===== config.mk =====
export PLATFORM = sky130hd
export DESIGN_NAME = pwm_decode
export DESIGN_NICKNAME = d
export VERILOG_FILES = /design/src/rtl/pwm_decode.sv
export SDC_FILE = /design/constraint.sdc
export NUM_CORES = 1
export LEC_CHECK = 0
export ABC_AREA = 1
export BUFFER_PORTS_ARGS = -buffer_cell sky130_fd_sc_hd__buf_4
export CORE_AREA = 2 2 39 41
export CTS_BUF_LIST = sky130_fd_sc_hd__clkbuf_8
export DETAILED_ROUTE_END_ITERATION = 8
export DIE_AREA = 0 0 41 43
export GPL_ROUTABILITY_DRIVEN = 0
export GPL_TIMING_DRIVEN = 0
export PLACE_DENSITY_LB_ADDON = 0.15
export SETUP_SLACK_MARGIN = 0.05
export SYNTH_ARGS = -nofsm -noshare
export SYNTH_HDL_FRONTEND = slang
export SYNTH_SLANG_ARGS = --single-unit

===== constraint.sdc =====
create_clock -name clk -period 2 [get_ports clk]
set_clock_uncertainty 0.1 [all_clocks]
set_input_delay 0.4 -clock clk [delete_from_list [all_inputs] [get_ports clk]]
set_output_delay 0.4 -clock clk [all_outputs]
set_load 0.02 [all_outputs]

===== src/rtl/pwm_decode.sv =====
// -----------------------------------------------------------------------------
// pwm_decode
//   Measures the low and high phase lengths, in clk cycles, of an asynchronous
//   PWM waveform. The input is synchronised, edges are detected, and a small
//   FSM counts each phase.
//   - A period is reported when the rising edge that closes it arrives.
//   - If a level is held too long to be measured, a timeout reports an
//     all-ones count for that level and raises stuck.
//
// Parameters
//   WIDTH    bit width of the phase counter and of the reported counts
//
// Ports
//   clk      single clock, all state updates on its rising edge
//   r        synchronous active-high reset
//   in       PWM waveform, asynchronous to clk
//   off_cyc  low-phase length of the last complete period
//   on_cyc   high-phase length of the last complete period
//   valid    one-cycle pulse when off_cyc/on_cyc are updated
//   stuck    high while the input has held one level past the counter range
// -----------------------------------------------------------------------------
module pwm_decode #(
    parameter int WIDTH = 1
) (
    input  logic             clk,
    input  logic             r,
    input  logic             in,
    output logic [WIDTH-1:0] off_cyc,
    output logic [WIDTH-1:0] on_cyc,
    output logic             valid,
    output logic             stuck
);

    typedef enum logic [1:0] {
        IDLE = 2'd0,
        HIGH = 2'd1,
        LOW  = 2'd2
    } state_t;

    localparam logic [WIDTH-1:0] CNT_MAX = '1;
    localparam logic [WIDTH-1:0] CNT_ONE = WIDTH'(1);

    logic             sync1_q, sync1_d;
    logic             in_s_q, in_s_d;
    logic             in_d_q, in_d_d;
    logic [1:0]       warm_q, warm_d;
    state_t           state_q, state_d;
    logic [WIDTH-1:0] cnt_q, cnt_d;
    logic [WIDTH-1:0] on_tmp_q, on_tmp_d;
    logic [WIDTH-1:0] off_cyc_q, off_cyc_d;
    logic [WIDTH-1:0] on_cyc_q, on_cyc_d;
    logic             valid_q, valid_d;
    logic             stuck_q, stuck_d;

    logic             warm_done;
    logic             rise;
    logic             fall;
    logic             timeout;

    function automatic logic [WIDTH-1:0] sat_inc(input logic [WIDTH-1:0] v);
        return (v == CNT_MAX) ? v : v + CNT_ONE;
    endfunction

    // The synchroniser flops restart at zero, so the first few cycles after
    // reset can show an edge that never happened on the pin; those are masked.
    assign warm_done = (warm_q == 2'd3);
    assign rise      = warm_done &  in_s_q & ~in_d_q;
    assign fall      = warm_done & ~in_s_q &  in_d_q;
    assign timeout   = (cnt_q == CNT_MAX) & ~rise & ~fall & ~stuck_q;

    always_comb begin
        sync1_d   = in;
        in_s_d    = sync1_q;
        in_d_d    = in_s_q;
        warm_d    = warm_done ? warm_q : warm_q + 2'd1;
        state_d   = state_q;
        cnt_d     = sat_inc(cnt_q);
        on_tmp_d  = on_tmp_q;
        off_cyc_d = off_cyc_q;
        on_cyc_d  = on_cyc_q;
        valid_d   = 1'b0;
        stuck_d   = stuck_q;

        // Any real edge ends a stuck condition.
        if (rise || fall) begin
            stuck_d = 1'b0;
        end

        if (timeout) begin
            // Report the level that overflowed as all-ones, the other as zero.
            stuck_d   = 1'b1;
            valid_d   = 1'b1;
            state_d   = IDLE;
            cnt_d     = CNT_MAX;
            off_cyc_d = in_s_q ? '0 : CNT_MAX;
            on_cyc_d  = in_s_q ? CNT_MAX : '0;
        end else begin
            case (state_q)
                IDLE: begin
                    // A fall here still restarts the count so that a
                    // saturated count from a stuck period does not
                    // immediately trigger a second timeout.
                    if (rise) begin
                        state_d = HIGH;
                        cnt_d   = CNT_ONE;
                    end else if (fall) begin
                        cnt_d   = CNT_ONE;
                    end
                end
                HIGH: begin
                    if (fall) begin
                        state_d  = LOW;
                        on_tmp_d = cnt_q;
                        cnt_d    = CNT_ONE;
                    end
                end
                LOW: begin
                    if (rise) begin
                        state_d   = HIGH;
                        off_cyc_d = cnt_q;
                        on_cyc_d  = on_tmp_q;
                        valid_d   = 1'b1;
                        cnt_d     = CNT_ONE;
                    end
                end
                default: begin
                    state_d = IDLE;
                end
            endcase
        end
    end

    always_ff @(posedge clk) begin
        if (r) begin
            sync1_q   <= 1'b0;
            in_s_q    <= 1'b0;
            in_d_q    <= 1'b0;
            warm_q    <= 2'd0;
            state_q   <= IDLE;
            cnt_q     <= '0;
            on_tmp_q  <= '0;
            off_cyc_q <= '0;
            on_cyc_q  <= '0;
            valid_q   <= 1'b0;
            stuck_q   <= 1'b0;
        end else begin
            sync1_q   <= sync1_d;
            in_s_q    <= in_s_d;
            in_d_q    <= in_d_d;
            warm_q    <= warm_d;
            state_q   <= state_d;
            cnt_q     <= cnt_d;
            on_tmp_q  <= on_tmp_d;
            off_cyc_q <= off_cyc_d;
            on_cyc_q  <= on_cyc_d;
            valid_q   <= valid_d;
            stuck_q   <= stuck_d;
        end
    end

    assign off_cyc = off_cyc_q;
    assign on_cyc  = on_cyc_q;
    assign valid   = valid_q;
    assign stuck   = stuck_q;

endmodule


==> reports/metrics.sh <==
CORE_REGION_AREA_UM2=1380
PLACEMENT.IO_BUFFERS=6
SLEW_HEADROOM=0.850
CRITICALPATHCATEGORY='flop to flop'
FINAL_HOLD_VIOL_COUNT=0
TRITONCTS='yes'
STARTPOINT_TYPE_OF_THE_WORST_SETUP_PATH='flop'
WORST_PIN_SLEW_NS=0.223
CAP_VIOL_MAX_COUNT=0
POSTROUTEANTENNANETS=0
RUN_STATUS='completed'
GRT_PASS1_WL_MM=1.42
WORSTPATHREQUIRED_NS=2.03
POST_SYNTH_NUM_CELL_TYPES=15
CP.ARRIVAL_NS=1.43
SYNTHMOSTINSTANTIATEDCELL='dfxtp_1'
MIN_TO='in_s_d$_SDFF_PP0_'
DIE_AREA_UM2=1760
FIN_NETS=82
SYNTH-EDFF-COUNT=0
GRT_USAGE=0.128
WORST_HOLD_STARTPOINT='in'
UTILIZATION=0.451
R2R_SLACK_NS=0.60
POSTCTSRESIZEDCELLS=0
CRIT_PATH_END_KIND='flop'
GR-TOTAL-OVERFLOW=0
DRT-PASS1-ITER-COUNT=4
PLACEMENT.CELL_AREA_UM2=579
VIAS_IN_THE_FIRST_GLOBAL_ROUTE=343
DRTITER0DRC=6
SYNTH_TOP_CELL_AREA_SHARE=0.506
DRIVE_GT1_FRAC=0.195
FINAL_HOLD_SLACK_NS=0.267
CTS_HOLD_BUF=0
CTS.SINKS=13
MIN_PERIOD_NS=1.40
MAPPEDNETLISTNETS=71
GRT_ANTENNA_BEFORE_REPAIR=0
DRT-WIRELENGTH-PER-CELL_UM=9.15
CLK-INSERTION-DELAY-LATE_NS=0.24
IOPINCOUNT=7
YOSYS_MOST_USED_DFF='dfxtp_1'
PRECTSSETUPSLACK_NS=0.619
LARGEST_NET_DEGREE_AT_THE_START_OF_GLOBAL_ROUTING=9
DP_HPWL_UM=658
SYNTHESIS.INSTANCES=67
SLEW_VIOL_FINAL=0
CLOCK_TREE.ROOT_CELL='clkbuf_8'
RSZ0062_AT_GRT='no'
INITIAL_CORE_UTIL=0.372
DRT_DRC_VIOLATIONS_LEFT=0
BUFS_ON_LONGEST_CLOCK_PATH=2
FILLERINSTANCES=146
CRIT_PATH_MAX_FANOUT=5
DIEWIDTH_UM=41
PORTION_OF_THE_POST_SYNTHESIS_AREA_USED_BY_SEQUENTIAL_ELEMENTS=0.506
MAX-VDD-IR-DROP_V=0.000613
CTS_INSERTED_BUFFERS=3
CTS_SETUP_BUFFERS=0
SETUP_TNS_NS=0
ANTENNADIODECOUNT=0
TOTAL_OF_WARNINGS_RAISED_BY_YOSYS=0
FIN_CRIT_SH=0.698
STD_CELL_ROWS=14
NETLIST_TOP_CELLS_AREA='dfxtp_1 (51%), nor2_1 (8.8%), nand2_1 (8.0%)'
POST-ROUTE-WORST-SETUP-SLACK_NS=0.603
VIAS_PER_CELL=4.39
DIE_HEIGHT_UM=43
REPORT.FINAL.SETUP_VIOL=0
H-TREE-DEPTH=1
SYN_AREA_UM2=514
FF2FF_PATH_DEPTH=6
LAYOUT.CELL_AREA.NON_FILLER_UM2=624
HOLD_CLASS='primary input to flop'
POST_SYNTH_TOP_AREA_CELL='dfxtp_1'
CLK_TRANSITION_REPORTED_PATHS_NS=0.05
P_PER_AREA_nW_PER_UM2=900
WORSTREG2REGSTART='warm_q[0]$_SDFFE_PP0P_'
POST_SYNTH.CELL_AREA_AVG_UM2=7.68
POSTROUTEWIRELENGTH_UM=851
P_LEAK_nW=0.283
ASYNCSETRESETFLOPFRACSYNTH=0
YOSYS-TOP-CELLS-COUNT='dfxtp_1 (13), nor2_1 (12), nand2_1 (11)'
TIMING.HOLD.WORST_PATH_DEPTH=3
AREA_GROWTH_PCT=21.4
NUM_VIAS=408
WORSTREG2REGEND='off_cyc$_SDFFE_PP0P_'
FLIP_FLOP_AND_LATCH_COUNT_AFTER_SYNTHESIS=13
MAX_FREQ_MHz=716
-- where the power goes --
group	switching, mW	internal, mW
clock network	0.0843	0.135
logic	0.0345	0.0230
registers	0.00933	0.276
total	0.128	0.434
-- cells by family (layout without fill, tap and decap cells) --
logic type      after synthesis  count (layout)  synth area share
compound gates               10              10             0.107
fa+ha+maj                     1               1            0.0243
flops                        13              13             0.506
simple gates                 31              31             0.275
buf+inv                      12              22            0.0876
-- worst max-delay path: stages, from the launching register on --
cell	delay (ns)
dfxtp_1	0.35
ha_1	0.25
nand3_1	0.17
nand3_2	0.16
nand2_2	0.08
nor2_1	0.12
nor2_2	0.05
-- sequential cells by signal, indices dropped and copies added (netlist names) --
| name | flops |
|---|---|
| on_tmp_q | 1 |
| cnt_q | 1 |
| on_cyc | 1 |
| warm_q | 2 |
| state_q | 2 |
| stuck | 1 |
| off_cyc | 1 |
| in_d_q | 1 |
| in_s_d | 1 |
| in_d_d | 1 |
| valid | 1 |
-- final cells by class --
cell class | instances | area [um2] | share of cell area
multi-input cells | 42 | 209 | 0.335
repair buffers | 6 | 45.0 | 0.0721
well taps | 16 | 20.0 | 0.0321
inverters | 12 | 45.0 | 0.0721
flip-flops and latches | 13 | 260 | 0.417
clock inverters | 1 | 3.75 | 0.00601
clock buffers | 3 | 41.3 | 0.0661
-- layout by cell type, fill, tap and decap left out --
cell type / n
o21ai_0: 3
clkbuf_8: 3
nand2_2: 2
nor2_1: 12
clkinv_1: 1
buf_4: 6
nand3_1: 2
nand4_1: 1
o211ai_1: 2
inv_1: 11
inv_2: 1
a21oi_1: 5
nand3_2: 2
nor2_2: 1
ha_1: 1
nand2_1: 11
dfxtp_1: 13
-- how the worst max path moves through the flow --
| stage | start | endpoint | slack, ns | cells after the start |
|---|---|---|---|---|
| 6_report | warm_q[0]$_SDFFE_PP0P_ | off_cyc$_SDFFE_PP0P_ | 0.60 | 6 |
| 5_1_grt | warm_q[0]$_SDFFE_PP0P_ | off_cyc$_SDFFE_PP0P_ | 0.48 | 6 |
| 4_1_cts | warm_q[0]$_SDFFE_PP0P_ | off_cyc$_SDFFE_PP0P_ | 0.60 | 6 |
| 3_5_place_dp | warm_q[0]$_SDFFE_PP0P_ | off_cyc$_SDFFE_PP0P_ | 0.62 | 6 |
| 3_3_place_gp | warm_q[0]$_SDFFE_PP0P_ | off_cyc$_SDFFE_PP0P_ | 0.64 | 6 |
| 2_1_floorplan | warm_q[0]$_SDFFE_PP0P_ | off_cyc$_SDFFE_PP0P_ | 0.76 | 6 |
-- routing by layer --
| layer | routed length, um | GRT usage |
|---|---|---|
| met3 | 64 | 0.0942 |
| met4 | 9 | 0.0600 |
| met2 | 346 | 0.166 |
| met5 | 0 | 0 |
| met1 | 430 | 0.155 |
-- per-stage QoR --
step | total power [mW] | instances
floorplan | 0.329 | 67
global placement | 0.348 | 89
detailed placement | 0.348 | 89
CTS | 0.571 | 93
global route | 0.599 | 93
finish | 0.562 | 93
(Power assumes the default switching activity.)
